### src/rtl/bitmap_scan_reader.sv
// Raster scanner for a 1-bpp double-buffered framebuffer.
// It generates display timing, fetches one word per WORD_W pixels from a
// synchronous RAM and shifts each word out MSB-first as the pixel colour.
// The timing outputs are delayed so that they stay aligned with the colour.
module bitmap_scan_reader #(
    parameter int H_ACTIVE = 640,
    parameter int H_FP     = 16,
    parameter int H_SYNC   = 96,
    parameter int H_BP     = 48,
    parameter int V_ACTIVE = 480,
    parameter int V_FP     = 10,
    parameter int V_SYNC   = 2,
    parameter int V_BP     = 33,
    parameter int WORD_W   = 16,
    parameter int ADDR_W   = 15
) (
    input  logic              Clk,
    input  logic              Reset,
    input  logic              buf_sel,
    output logic [ADDR_W:0]   mem_addr,
    output logic              mem_rd,
    input  logic [WORD_W-1:0] mem_rdata,
    output logic              color,
    output logic              blank_n,
    output logic              hs,
    output logic              vs,
    output logic              frame_start
);

    localparam int H_TOTAL = H_ACTIVE + H_FP + H_SYNC + H_BP;
    localparam int V_TOTAL = V_ACTIVE + V_FP + V_SYNC + V_BP;
    localparam int HC_W    = $clog2(H_TOTAL);
    localparam int VC_W    = $clog2(V_TOTAL);

    localparam logic [HC_W-1:0]   HC_LAST = HC_W'(H_TOTAL - 1);
    localparam logic [HC_W-1:0]   HC_ACT  = HC_W'(H_ACTIVE);
    localparam logic [HC_W-1:0]   HS_BEG  = HC_W'(H_ACTIVE + H_FP);
    localparam logic [HC_W-1:0]   HS_END  = HC_W'(H_ACTIVE + H_FP + H_SYNC);
    localparam logic [HC_W-1:0]   HC_WORD = HC_W'(WORD_W);
    localparam logic [VC_W-1:0]   VC_LAST = VC_W'(V_TOTAL - 1);
    localparam logic [VC_W-1:0]   VC_ACT  = VC_W'(V_ACTIVE);
    localparam logic [VC_W-1:0]   VS_BEG  = VC_W'(V_ACTIVE + V_FP);
    localparam logic [VC_W-1:0]   VS_END  = VC_W'(V_ACTIVE + V_FP + V_SYNC);
    localparam logic [ADDR_W-1:0] LB_STEP = ADDR_W'(H_ACTIVE / WORD_W);

    // Scan state
    logic [HC_W-1:0]   hc_q, hc_d;
    logic [VC_W-1:0]   vc_q, vc_d;
    logic [ADDR_W-1:0] lb_q, lb_d;
    logic              buf_q, buf_d;

    // Stage 0 decode
    logic              active0, hs0, vs0, fs0, fetch0;
    logic [HC_W-1:0]   word_idx;
    logic [ADDR_W:0]   mem_addr_d;

    // Stage 1 / stage 2 registers; vld_pipe_q[0] is active at stage 1,
    // vld_pipe_q[1] is blank_n at stage 2.
    logic              mem_rd_q;
    logic [ADDR_W:0]   mem_addr_q;
    logic [1:0]        vld_pipe_q;
    logic [1:0]        hs_pipe_q, vs_pipe_q, fs_pipe_q;
    logic [WORD_W-1:0] shreg_q, shreg_d;
    logic              color_nx;
    logic              color_q;

    // Counter, line-base and buffer-latch next state
    always_comb begin
        hc_d  = hc_q + 1'b1;
        vc_d  = vc_q;
        lb_d  = lb_q;
        buf_d = buf_q;
        if (hc_q == HC_LAST) begin
            hc_d = '0;
            if (vc_q == VC_LAST) begin
                vc_d = '0;
                lb_d = '0;
            end else begin
                vc_d = vc_q + 1'b1;
                // Accumulate the line base instead of multiplying vc.
                if (vc_q < VC_ACT) lb_d = lb_q + LB_STEP;
            end
        end
        // Buffer swap only at the top of vsync so a frame never tears.
        if (hc_q == '0 && vc_q == VS_BEG) buf_d = buf_sel;
    end

    // Stage 0: region decode and fetch request
    always_comb begin
        active0    = (hc_q < HC_ACT) && (vc_q < VC_ACT);
        hs0        = !((hc_q >= HS_BEG) && (hc_q < HS_END));
        vs0        = !((vc_q >= VS_BEG) && (vc_q < VS_END));
        fs0        = (hc_q == '0) && (vc_q == '0);
        word_idx   = hc_q / HC_WORD;
        fetch0     = active0 && ((hc_q % HC_WORD) == '0);
        mem_addr_d = mem_addr_q;
        if (fetch0) mem_addr_d = {buf_q, lb_q + ADDR_W'(word_idx)};
    end

    // Stage 1: load a fresh word on the cycle its data returns, else shift
    always_comb begin
        if (mem_rd_q) begin
            color_nx = mem_rdata[WORD_W-1];
            shreg_d  = mem_rdata << 1;
        end else begin
            color_nx = shreg_q[WORD_W-1];
            shreg_d  = shreg_q << 1;
        end
    end

    // Scan counters and latched buffer select
    always_ff @(posedge Clk or posedge Reset) begin
        if (Reset) begin
            hc_q  <= '0;
            vc_q  <= '0;
            lb_q  <= '0;
            buf_q <= 1'b0;
        end else begin
            hc_q  <= hc_d;
            vc_q  <= vc_d;
            lb_q  <= lb_d;
            buf_q <= buf_d;
        end
    end

    // Fetch outputs, shifter and the 2-deep alignment pipeline
    always_ff @(posedge Clk or posedge Reset) begin
        if (Reset) begin
            mem_rd_q   <= 1'b0;
            mem_addr_q <= '0;
            shreg_q    <= '0;
            vld_pipe_q <= '0;
            hs_pipe_q  <= '1;
            vs_pipe_q  <= '1;
            fs_pipe_q  <= '0;
            color_q    <= 1'b0;
        end else begin
            mem_rd_q   <= fetch0;
            mem_addr_q <= mem_addr_d;
            shreg_q    <= shreg_d;
            vld_pipe_q <= {vld_pipe_q[0], active0};
            hs_pipe_q  <= {hs_pipe_q[0], hs0};
            vs_pipe_q  <= {vs_pipe_q[0], vs0};
            fs_pipe_q  <= {fs_pipe_q[0], fs0};
            color_q    <= color_nx & vld_pipe_q[0];
        end
    end

    assign mem_rd      = mem_rd_q;
    assign mem_addr    = mem_addr_q;
    assign color       = color_q;
    assign blank_n     = vld_pipe_q[1];
    assign hs          = hs_pipe_q[1];
    assign vs          = vs_pipe_q[1];
    assign frame_start = fs_pipe_q[1];

endmodule

### config.mk
export PLATFORM = sky130hd
export DESIGN_NAME = bitmap_scan_reader
export DESIGN_NICKNAME = d
export VERILOG_FILES = /design/src/rtl/bitmap_scan_reader.sv
export SDC_FILE = /design/constraint.sdc
export NUM_CORES = 1
export LEC_CHECK = 0
export CAP_MARGIN = 20
export CORE_UTILIZATION = 35
export CTS_CLUSTER_SIZE = 30
export DETAILED_ROUTE_END_ITERATION = 7
export SYNTH_ARGS = -nofsm -noshare
export SYNTH_HDL_FRONTEND = slang
export SYNTH_SLANG_ARGS = --single-unit
### constraint.sdc
create_clock -name Clk -period 2.7 [get_ports Clk]
set_input_delay 0.54 -clock Clk [delete_from_list [all_inputs] [get_ports Clk]]
set_output_delay 0.54 -clock Clk [all_outputs]
set_load 0.02 [all_outputs]
==> flow_summary_export.csv, run 1 <==
group,metric,value,unit
synthesis,syn_area_per_cell,11.45,um2
cells_and_area,syn2layout_area_growth,21.09,%
cells_and_area,antenna-diode-count,0,
floorplan,rows,35,
setup_path,worstSetupStartpointType,"register",
timing,timing.final.crit_share,76.91,%
clock_tree,clk_latency,0.34,ns
timing,worstMarginPinSlew,0.6574,ns
clock_tree,hold_buffers,0,
power_and_ir_drop,totalPowerFinal,0.002037,W
floorplan,dieArea,10110,um2
timing,finClkSkew,0.009826,ns
timing,max_freq,481.5,MHz
clock_tree,clk_pin_slew,0.08,ns
power_and_ir_drop,p_int,0.001580,W
worst_hold_path,hold_path.class,"register to register",
route,drc,0,
timing,worst_slack,0.6233,ns
route,drt_iter0_drc,88,
global_routing,grt_pass1_wl,10840,um
clock_tree,h-tree-depth,3,
timing,setup_viol,0,
place,dpl.cell_count,457,
synthesis,synth_area_leaders,"dfrtp_1 (52%), mux2_2 (6.6%), xnor2_1 (5.7%), o21ai_0 (3.2%), dfstp_2 (3.1%)",
place,portBuffers,40,
floorplan,die_h,100.6,um
cells_and_area,layoutNonFillerInstCount,473,
run,maxCapViolCount,0,
power_and_ir_drop,power_switching,0.0004573,W
synthesis,synth.cell_area,3400,um2
cells_and_area,fin_area,4116,um2
synthesis,synth_top_area_share,51.53,%
floorplan,start_util,36.45,%
setup_path,path_class,"register to primary output",
clock_tree,cts_max_path_buffers,2,
clock_tree,cts_inserted_buffers,9,
setup_path,worst-path-max-fanout,17,
global_routing,grt_overflow_total,0,
clock_tree,post-cts-setup-buffer-count,0,
synthesis,yosys.area.top_type,"dfrtp_1",
route,route.final.wire_length,6130,um
timing,relSlewSlack,56.17,%
power_and_ir_drop,power_leakage,1.766,nW
synthesis,synth_common_cells,"dfrtp_1 (70), nand2_1 (23), o21ai_0 (22), xnor2_1 (22), mux2_2 (20)",
global_routing,grt_usage,13.83,%
clock_tree,ctsResizeCount,0,
synthesis,yosysMostFrequentCell,"dfrtp_1",
floorplan,coreArea,9328,um2
synthesis,synth_warnings,0,
cells_and_area,seq_area,1857,um2
floorplan,die_w,100.6,um
power_and_ir_drop,seqPwrFrac,54.5,%
power_and_ir_drop,switching_share,22.45,%
timing,period_needed,2.077,ns
global_routing,antenna_found_initial,0,
power_and_ir_drop,clock_power_share,42.4,%
power_and_ir_drop,p_comb_share,3.1,%
synthesis,synth_ff_type,"dfrtp_1",
route,vias_per_cell,4.770,
route,first_pass_iters,4,
global_routing,grt_max_degree,75,
setup_path,worst_setup_path_end_kind,"primary output",
cells_and_area,nNetsFinal,366,
place,place_area,3918,um2
synthesis,synth_edf_count,0,
power_and_ir_drop,power.density,494.8,nW/um2
cells_and_area,n_fill_cell,896,
timing,slew_violations,0,
route,wire_per_inst,12.96,um
cells_and_area,multiInputGateArea,1434,um2
setup_path,cp.required,2.16,ns
timing,timing.setup.tns,0,ns
place,gp_congestion,0.8132,
place,pre_cts_ws,0.6373,ns
clock_tree,cts_tree,"built",
route,ant_nets,0,
timing,hold_viol_final,0,
power_and_ir_drop,ir_drop,0.2115,mV
setup_path,critPathArrivalTime,1.54,ns
synthesis,synth_seq_cells,74,
synthesis,synthArstFlopShare,100.0,%
synthesis,synth.distinct_cells,45,
synthesis,syn_nets,324,
global_routing,grt_pass1_vias,2270,
route,routed-via-count,2256,
timing,rsz0062_at_grt,"false",
clock_tree,cts_root_buffer,"clkbuf_8",
clock_tree,cts_sinks,74,
cells_and_area,drive_above_1_share,18.31,%
synthesis,seq_area_frac_synth,54.62,%
synthesis,syn_inst,297,
floorplan,pin_count,41,
run_status,outcome,"completed",
place,dpl.hpwl,4173,um
metal layers:
layer	up-vias	global-route usage (%)	wire [um]
li1	1112	-	-
met4	0	4.682	48
met1	1094	18.32	3077
met3	4	4.993	227
met2	46	20.97	2777
met5	-	0	0
through the flow:
stage,utilization [%],hold WS [ns]
floorplan,-,0.3312
global placement,42.00,0.3343
detailed placement,42.00,0.3347
CTS,44.13,0.3589
global route,44.13,0.3580
finish,44.13,0.3569
power groups by stage:
stage	Clock, W	Combinational, W	Sequential, W
finish	0.000863	0.0000639	0.00111
global route	0.000956	0.0000723	0.00111
CTS	0.000897	0.0000668	0.00111
detailed placement	0	0.0000662	0.00113
global placement	0	0.0000657	0.00113
floorplan	0	0.0000265	0.00113
final timing paths:
path	slack [ns]	cells past startpoint	endpoint	startpoint
max	0.62	2	mem_rd	mem_rd
min	0.36	0	fs_pipe_q[1]	fs_pipe_q[0]
max reg2reg	0.63	6	mem_addr[13]	hc_q[8]
min reg2reg	0.36	0	fs_pipe_q[1]	fs_pipe_q[0]
max in group asynchronous	1.76	3	hs_pipe_q[0]	Reset
min in group asynchronous	0.59	3	mem_addr[5]	Reset
logic make-up (layout without fill, tap and decap cells):
family / count (synthesis) / after routing / share of synthesized area (%)
flops: 74 / 74 / 54.62
buf+inv: 19 / 66 / 3.202
simple gates: 109 / 109 / 18.55
fa+ha+maj: 8 / 8 / 2.945
mux: 21 / 21 / 6.920
xor+xnor: 31 / 31 / 7.987
compound gates: 35 / 35 / 5.778
critical path, stage by stage (launching register included):
cell and delay [ns]:
dfrtp_1 0.33, buf_4 0.23, clkdlybuf4s50_1 0.64
cells in the final DEF, fill, tap and decap left out, drive strengths merged, types with 3 or more instances in the layout:
| cell | count |
|---|---|
| dfrtp | 70 |
| nor4 | 4 |
| xor2 | 9 |
| and2 | 3 |
| nor2 | 24 |
| and4 | 3 |
| mux2 | 20 |
| nor3 | 9 |
| nand2 | 23 |
| and3 | 4 |
| ha | 8 |
| clkdlybuf4s50 | 40 |
| o21ai | 23 |
| nand4 | 6 |
| a21oi | 6 |
| xnor2 | 22 |
| inv | 9 |
| nand3 | 17 |
| dfstp | 4 |
| clkbuf | 9 |
| clkinv | 3 |
| buf | 4 |
| or3 | 6 |
flip-flops by register name, summed over array words and instances, names as in the netlist:
| register | count |
|---|---|
| vc_q | 10 |
| mem_rd | 1 |
| hc_q | 10 |
| buf_q | 1 |
| vld_pipe_q | 2 |
| color | 1 |
| lb_q | 12 |
| fs_pipe_q | 2 |
| vs_pipe_q | 2 |
| hs_pipe_q | 2 |
| shreg_q | 15 |
| mem_addr | 16 |
area by class of cell:
type                            count  area share, %
Tap cell                          129          3.921
Sequential cell                    74          45.11
Timing Repair Buffer               44          10.76
Clock buffer                        9          3.009
Multi-Input combinational cell    204          34.83
Clock inverter                      7          1.824
Inverter                            6         0.5471
(Power assumes the default switching activity.)
==> run 2: changes to the inputs <==
Clock period 2.7 ns to 1.75 ns, I/O delays scaled along.
==> run 2 against run 1 <==
- critical endpoint is now lb_q[7]
- setup slack lost 0.62 ns
- largest power group unchanged
- critical path type is now register to register
- clock-buffer cell count rose by 1
- highest routed layer unchanged
- routed wire length increased by 6.2%
- critical path depth grew 3
- hold slack about the same
- via count rose by 6.5%
==> flow_summary_export.csv, run 2 (synthesized netlist as in run 1, its figures left out) <==
group,metric,value,unit
cells_and_area,largest_reg_flops,16,
setup_path,worst-path-max-fanout,10,
timing,relSlewSlack,62.00,%
place,portBuffers,40,
setup_path,worst_setup_path_end_kind,"register",
cells_and_area,nNetsFinal,412,
timing,hold_viol_final,0,
clock_tree,cts_sinks,74,
cells_and_area,antenna-diode-count,0,
floorplan,rows,35,
global_routing,grt_usage,14.02,%
route,drt_iter0_drc,98,
power_and_ir_drop,ir_drop,0.4332,mV
floorplan,pin_count,41,
timing,slew_violations,0,
setup_path,cp.required,1.99,ns
route,wire_per_inst,12.55,um
timing,finClkSkew,0.009981,ns
floorplan,die_w,100.6,um
clock_tree,cts_max_path_buffers,2,
run,maxCapViolCount,0,
cells_and_area,drive_above_1_share,31.03,%
floorplan,die_h,100.6,um
worst_hold_path,hold_path.class,"register to register",
global_routing,grt_pass1_vias,2309,
place,gp_congestion,0.9266,
route,routed-via-count,2403,
power_and_ir_drop,totalPowerFinal,0.003268,W
route,vias_per_cell,4.630,
floorplan,dieArea,10110,um2
timing,worstMarginPinSlew,0.5700,ns
route,route.final.wire_length,6512,um
timing,max_freq,573.8,MHz
route,first_pass_iters,4,
run_status,outcome,"completed",
global_routing,antenna_found_initial,0,
clock_tree,cts_tree,"built",
clock_tree,clk_pin_slew,0.08,ns
setup_path,path_class,"register to register",
clock_tree,cts_inserted_buffers,9,
timing,timing.final.crit_share,99.59,%
timing,setup_viol,0,
global_routing,grt_overflow_total,0,
clock_tree,clk_latency,0.35,ns
power_and_ir_drop,power.density,713.7,nW/um2
cells_and_area,syn2layout_area_growth,34.71,%
place,dpl.hpwl,4562,um
global_routing,grt_pass1_wl,10960,um
floorplan,coreArea,9328,um2
timing,timing.setup.tns,0,ns
route,drc,0,
cells_and_area,mostFrequentLayoutCells,"dfrtp_1 (70), buf_4 (46), clkdlybuf4s50_1 (38)",
global_routing,grt_max_degree,52,
timing,period_needed,1.743,ns
cells_and_area,layout_commonest_cell,"dfrtp_1",
clock_tree,cts_root_buffer,"clkbuf_8",
setup_path,worstSetupStartpointType,"register",
clock_tree,h-tree-depth,3,
power_and_ir_drop,power_leakage,1.996,nW
route,ant_nets,0,
setup_path,critPathArrivalTime,1.98,ns
floorplan,start_util,36.45,%
timing,rsz0062_at_grt,"true",
-- run 2: layout make-up --
class | count | area [um2]
Clock buffer | 10 | 127.6
Clock inverter | 6 | 90.09
Fill cell | 873 | 4748
Inverter | 6 | 26.28
Multi-Input combinational cell | 204 | 1503
Sequential cell | 74 | 1857
Tap cell | 129 | 161.4
Timing Repair Buffer | 90 | 814.5
-- run 2: routing by layer --
| metal | global-route usage [%] | wire length [um] | up-vias |
|---|---|---|---|
| li1 | - | - | 1200 |
| met1 | 18.61 | 3234 | 1137 |
| met2 | 21.39 | 2924 | 57 |
| met3 | 3.814 | 275 | 9 |
| met4 | 6.355 | 78 | 0 |
| met5 | 0 | 0 | - |
-- run 2: what timing repair did --
| action | in CTS | in global routing |
|---|---|---|
| gates cloned | 0 | 1 |
| setup endpoints to repair | 8 | 23 |
| hold buffers | 0 | 0 |
| buffers inserted | 1 | 4 |
| gates resized for setup | 4 | 14 |
| pin swaps | 0 | 5 |
-- run 2: path summary, 6_finish.rpt --
kind | start | end | slack [ns] | cells after the start
setup reg to reg | vc_q[4] | lb_q[7] | 0.007 | 5
setup / recovery | vc_q[4] | lb_q[7] | 0.007 | 5
hold / removal | hs_pipe_q[0] | hs_pipe_q[1] | 0.36 | 0
min in group asynchronous | Reset | hc_q[6] | 0.40 | 3
max in group asynchronous | Reset | fs_pipe_q[1] | 1.08 | 3
hold reg to reg | hs_pipe_q[0] | hs_pipe_q[1] | 0.36 | 0
-- run 2: critical path, cell delays in order (launching register included) --
cell and delay [ns]:
dfrtp_1 0.38, or4_4 0.54, or3_4 0.40, nor2_8 0.13, buf_12 0.14, a21oi_1 0.04
-- run 2: power breakdown --
part / internal [W] / switching [W] / leakage [nW]
Clock: 0.000808 / 0.000643 / 0.107
Sequential: 0.00171 / 0.000000297 / 0.983
Combinational: 0.0000590 / 0.0000459 / 0.906
-- run 2: through the flow --
step | util, % | cells | setup slack (ns) | hold WS, ns | area [um2]
final | 49.09 | 519 | 0.007214 | 0.3565 | 4579
after global routing | 49.09 | 519 | -0.06161 | 0.3632 | 4579
after CTS | 48.08 | 514 | 0.005726 | 0.3583 | 4484
after detailed placement | 45.57 | 497 | -0.04792 | 0.3466 | 4250
after global placement | 45.57 | 497 | -0.08063 | 0.3401 | 4250
after floorplan | - | 297 | 0.01865 | 0.3312 | 3407
==> run 3: changes to the inputs <==
Settings changed: PLACE_DENSITY_LB_ADDON from default to 0.1.
==> run 3 against run 2 <==
- die area stayed put
- first-iteration DRC count is 59% lower
- sequential share of layout area is 0.24 points lower
- cell count is 0.39% higher
- sequential cell count stayed put
==> flow_summary_export.csv, run 3 (synthesized netlist as in run 1, its figures left out) <==
group,metric,value,unit
setup_path,worst-path-max-fanout,10,
global_routing,grt_max_degree,75,
power_and_ir_drop,ir_drop,0.4441,mV
timing,timing.final.crit_share,99.34,%
timing,timing.setup.tns,0,ns
timing,rsz0062_at_grt,"true",
route,wire_per_inst,13.13,um
cells_and_area,drive_above_1_share,31.38,%
cells_and_area,antenna-diode-count,0,
floorplan,coreArea,9328,um2
setup_path,worstSetupStartpointType,"register",
clock_tree,cts_inserted_buffers,9,
global_routing,grt_pass1_wl,11670,um
setup_path,path_cells,"or4_4, or3_4, nor2_8, buf_12, a21oi_1",
floorplan,die_h,100.6,um
floorplan,pin_count,41,
route,drc,0,
power_and_ir_drop,power.density,709.4,nW/um2
worst_hold_path,holdPathEnd,"fs_pipe_q[1]",
setup_path,crit_buf_inv,1,
clock_tree,clk_pin_slew,0.08,ns
place,dpl.hpwl,4655,um
timing,setup_viol,0,
setup_path,cp.required,1.99,ns
clock_tree,h-tree-depth,3,
timing,relSlewSlack,73.90,%
setup_path,critPathArrivalTime,1.98,ns
clock_tree,cts_max_path_buffers,2,
global_routing,grt_usage,15.12,%
setup_path,crit_family,"simple AND/OR/NAND/NOR gates",
setup_path,rr_startpoint,"vc_q[5]",
timing,period_needed,1.738,ns
cells_and_area,nNetsFinal,414,
setup_path,critPathSlowestCell,"or4_4",
place,portBuffers,40,
setup_path,cp-startpoint,"vc_q[5]",
route,routed-via-count,2428,
clock_tree,clk_latency,0.35,ns
floorplan,rows,35,
setup_path,r2r_cells,5,
floorplan,start_util,36.45,%
cells_and_area,layout_commonest_cell,"dfrtp_1",
cells_and_area,mostFrequentLayoutCells,"dfrtp_1 (70), buf_4 (45), clkdlybuf4s50_1 (38)",
worst_hold_path,hold_path.class,"register to register",
setup_path,path_class,"register to register",
route,route.final.wire_length,6843,um
worst_hold_path,hp-start,"fs_pipe_q[0]",
route,drt_iter0_drc,40,
floorplan,die_w,100.6,um
setup_path,r2r_setup_slack,0.01,ns
timing,worst_slack,0.01160,ns
clock_tree,cts_tree,"built",
global_routing,antenna_found_initial,0,
timing,finClkSkew,0.008853,ns
setup_path,r2r_end,"lb_q[7]",
route,first_pass_iters,6,
route,ant_nets,0,
place,gp_congestion,0.8610,
clock_tree,cts_root_buffer,"clkbuf_8",
setup_path,cp_slowest_stage_delay,0.52,ns
timing,max_freq,575.2,MHz
worst_hold_path,hold_depth,0,
floorplan,dieArea,10110,um2
place,pre_cts_ws,-0.006749,ns
power_and_ir_drop,power_leakage,2.030,nW
run_status,outcome,"completed",
clock_tree,cts_sinks,74,
global_routing,grt_overflow_total,0,
route,vias_per_cell,4.660,
cells_and_area,final_util,49.39,%
run,maxCapViolCount,0,
timing,slew_violations,0,
setup_path,worst_setup_path_end_kind,"register",
timing,hold_viol_final,0,
global_routing,grt_pass1_vias,2418,
timing,worstMarginPinSlew,0.3915,ns
cells_and_area,largest_reg_flops,16,
cells_and_area,syn2layout_area_growth,35.52,%
run 3: final cells by class:
type | count | area [um2]
fillers | 900 | 4721
flip-flops and latches | 74 | 1857
multi-input cells | 204 | 1504
repair buffers | 92 | 840.8
well taps | 129 | 161.4
clock buffers | 9 | 123.9
clock inverters | 7 | 93.84
inverters | 6 | 26.28
run 3: report_power, final:
part,internal (W),switching [W]
logic,0.0000545,0.0000463
registers,0.00171,0.000000262
clock network,0.000799,0.000656
total,0.00257,0.000703
run 3: worst max-delay path by stage:
stage | end | slack (ns) | cells past startpoint
2_1_floorplan | lb_q[8] | 0.02 | 5
3_3_place_gp | buf_q | -0.04 | 5
3_5_place_dp | buf_q | -0.007 | 6
4_1_cts | lb_q[7] | 0.0005 | 5
5_1_grt | vc_q[9] | -0.05 | 5
6_report | lb_q[7] | 0.01 | 5
run 3: worst register-to-register path, delay by kind of cell, from the launching register on:
kind	cells	cell delay [ns]
buffers and inverters	1	0.14
AO/OA/AOI/OAI	1	0.04
flip-flops	1	0.40
AND/OR/NAND/NOR	3	1.04
run 3: metrics by stage:
step	hold slack, ns	instance area [um2]	total power [W]	cells
2_1_floorplan	0.3312	3407	0.001789	297
3_3_place_gp	0.3343	4265	0.001850	499
3_5_place_dp	0.3372	4265	0.001851	499
4_1_cts	0.3559	4507	0.003327	516
5_1_grt	0.3665	4607	0.003414	521
6_report	0.3536	4607	0.003268	521
run 3: what timing repair did:
action / CTS / global route
setup endpoints to repair: 7 / 30
buffers inserted: 1 / 4
gates cloned: 0 / 1
hold buffers: 0 / 0
hold endpoints to repair: 0 / 0
pin swaps: 0 / 7
resized for setup: 6 / 16
run 3: per-layer routing:
metal | wire, um | part of all wire [%] | global-route usage, % | vias to the layer above
met2 | 3198 | 47 | 23.23 | 52
met5 | 0 | 0 | 0 | -
li1 | - | - | - | 1212
met3 | 272 | 4.0 | 4.785 | 8
met4 | 85 | 1.2 | 5.128 | 0
met1 | 3286 | 48 | 20.19 | 1156
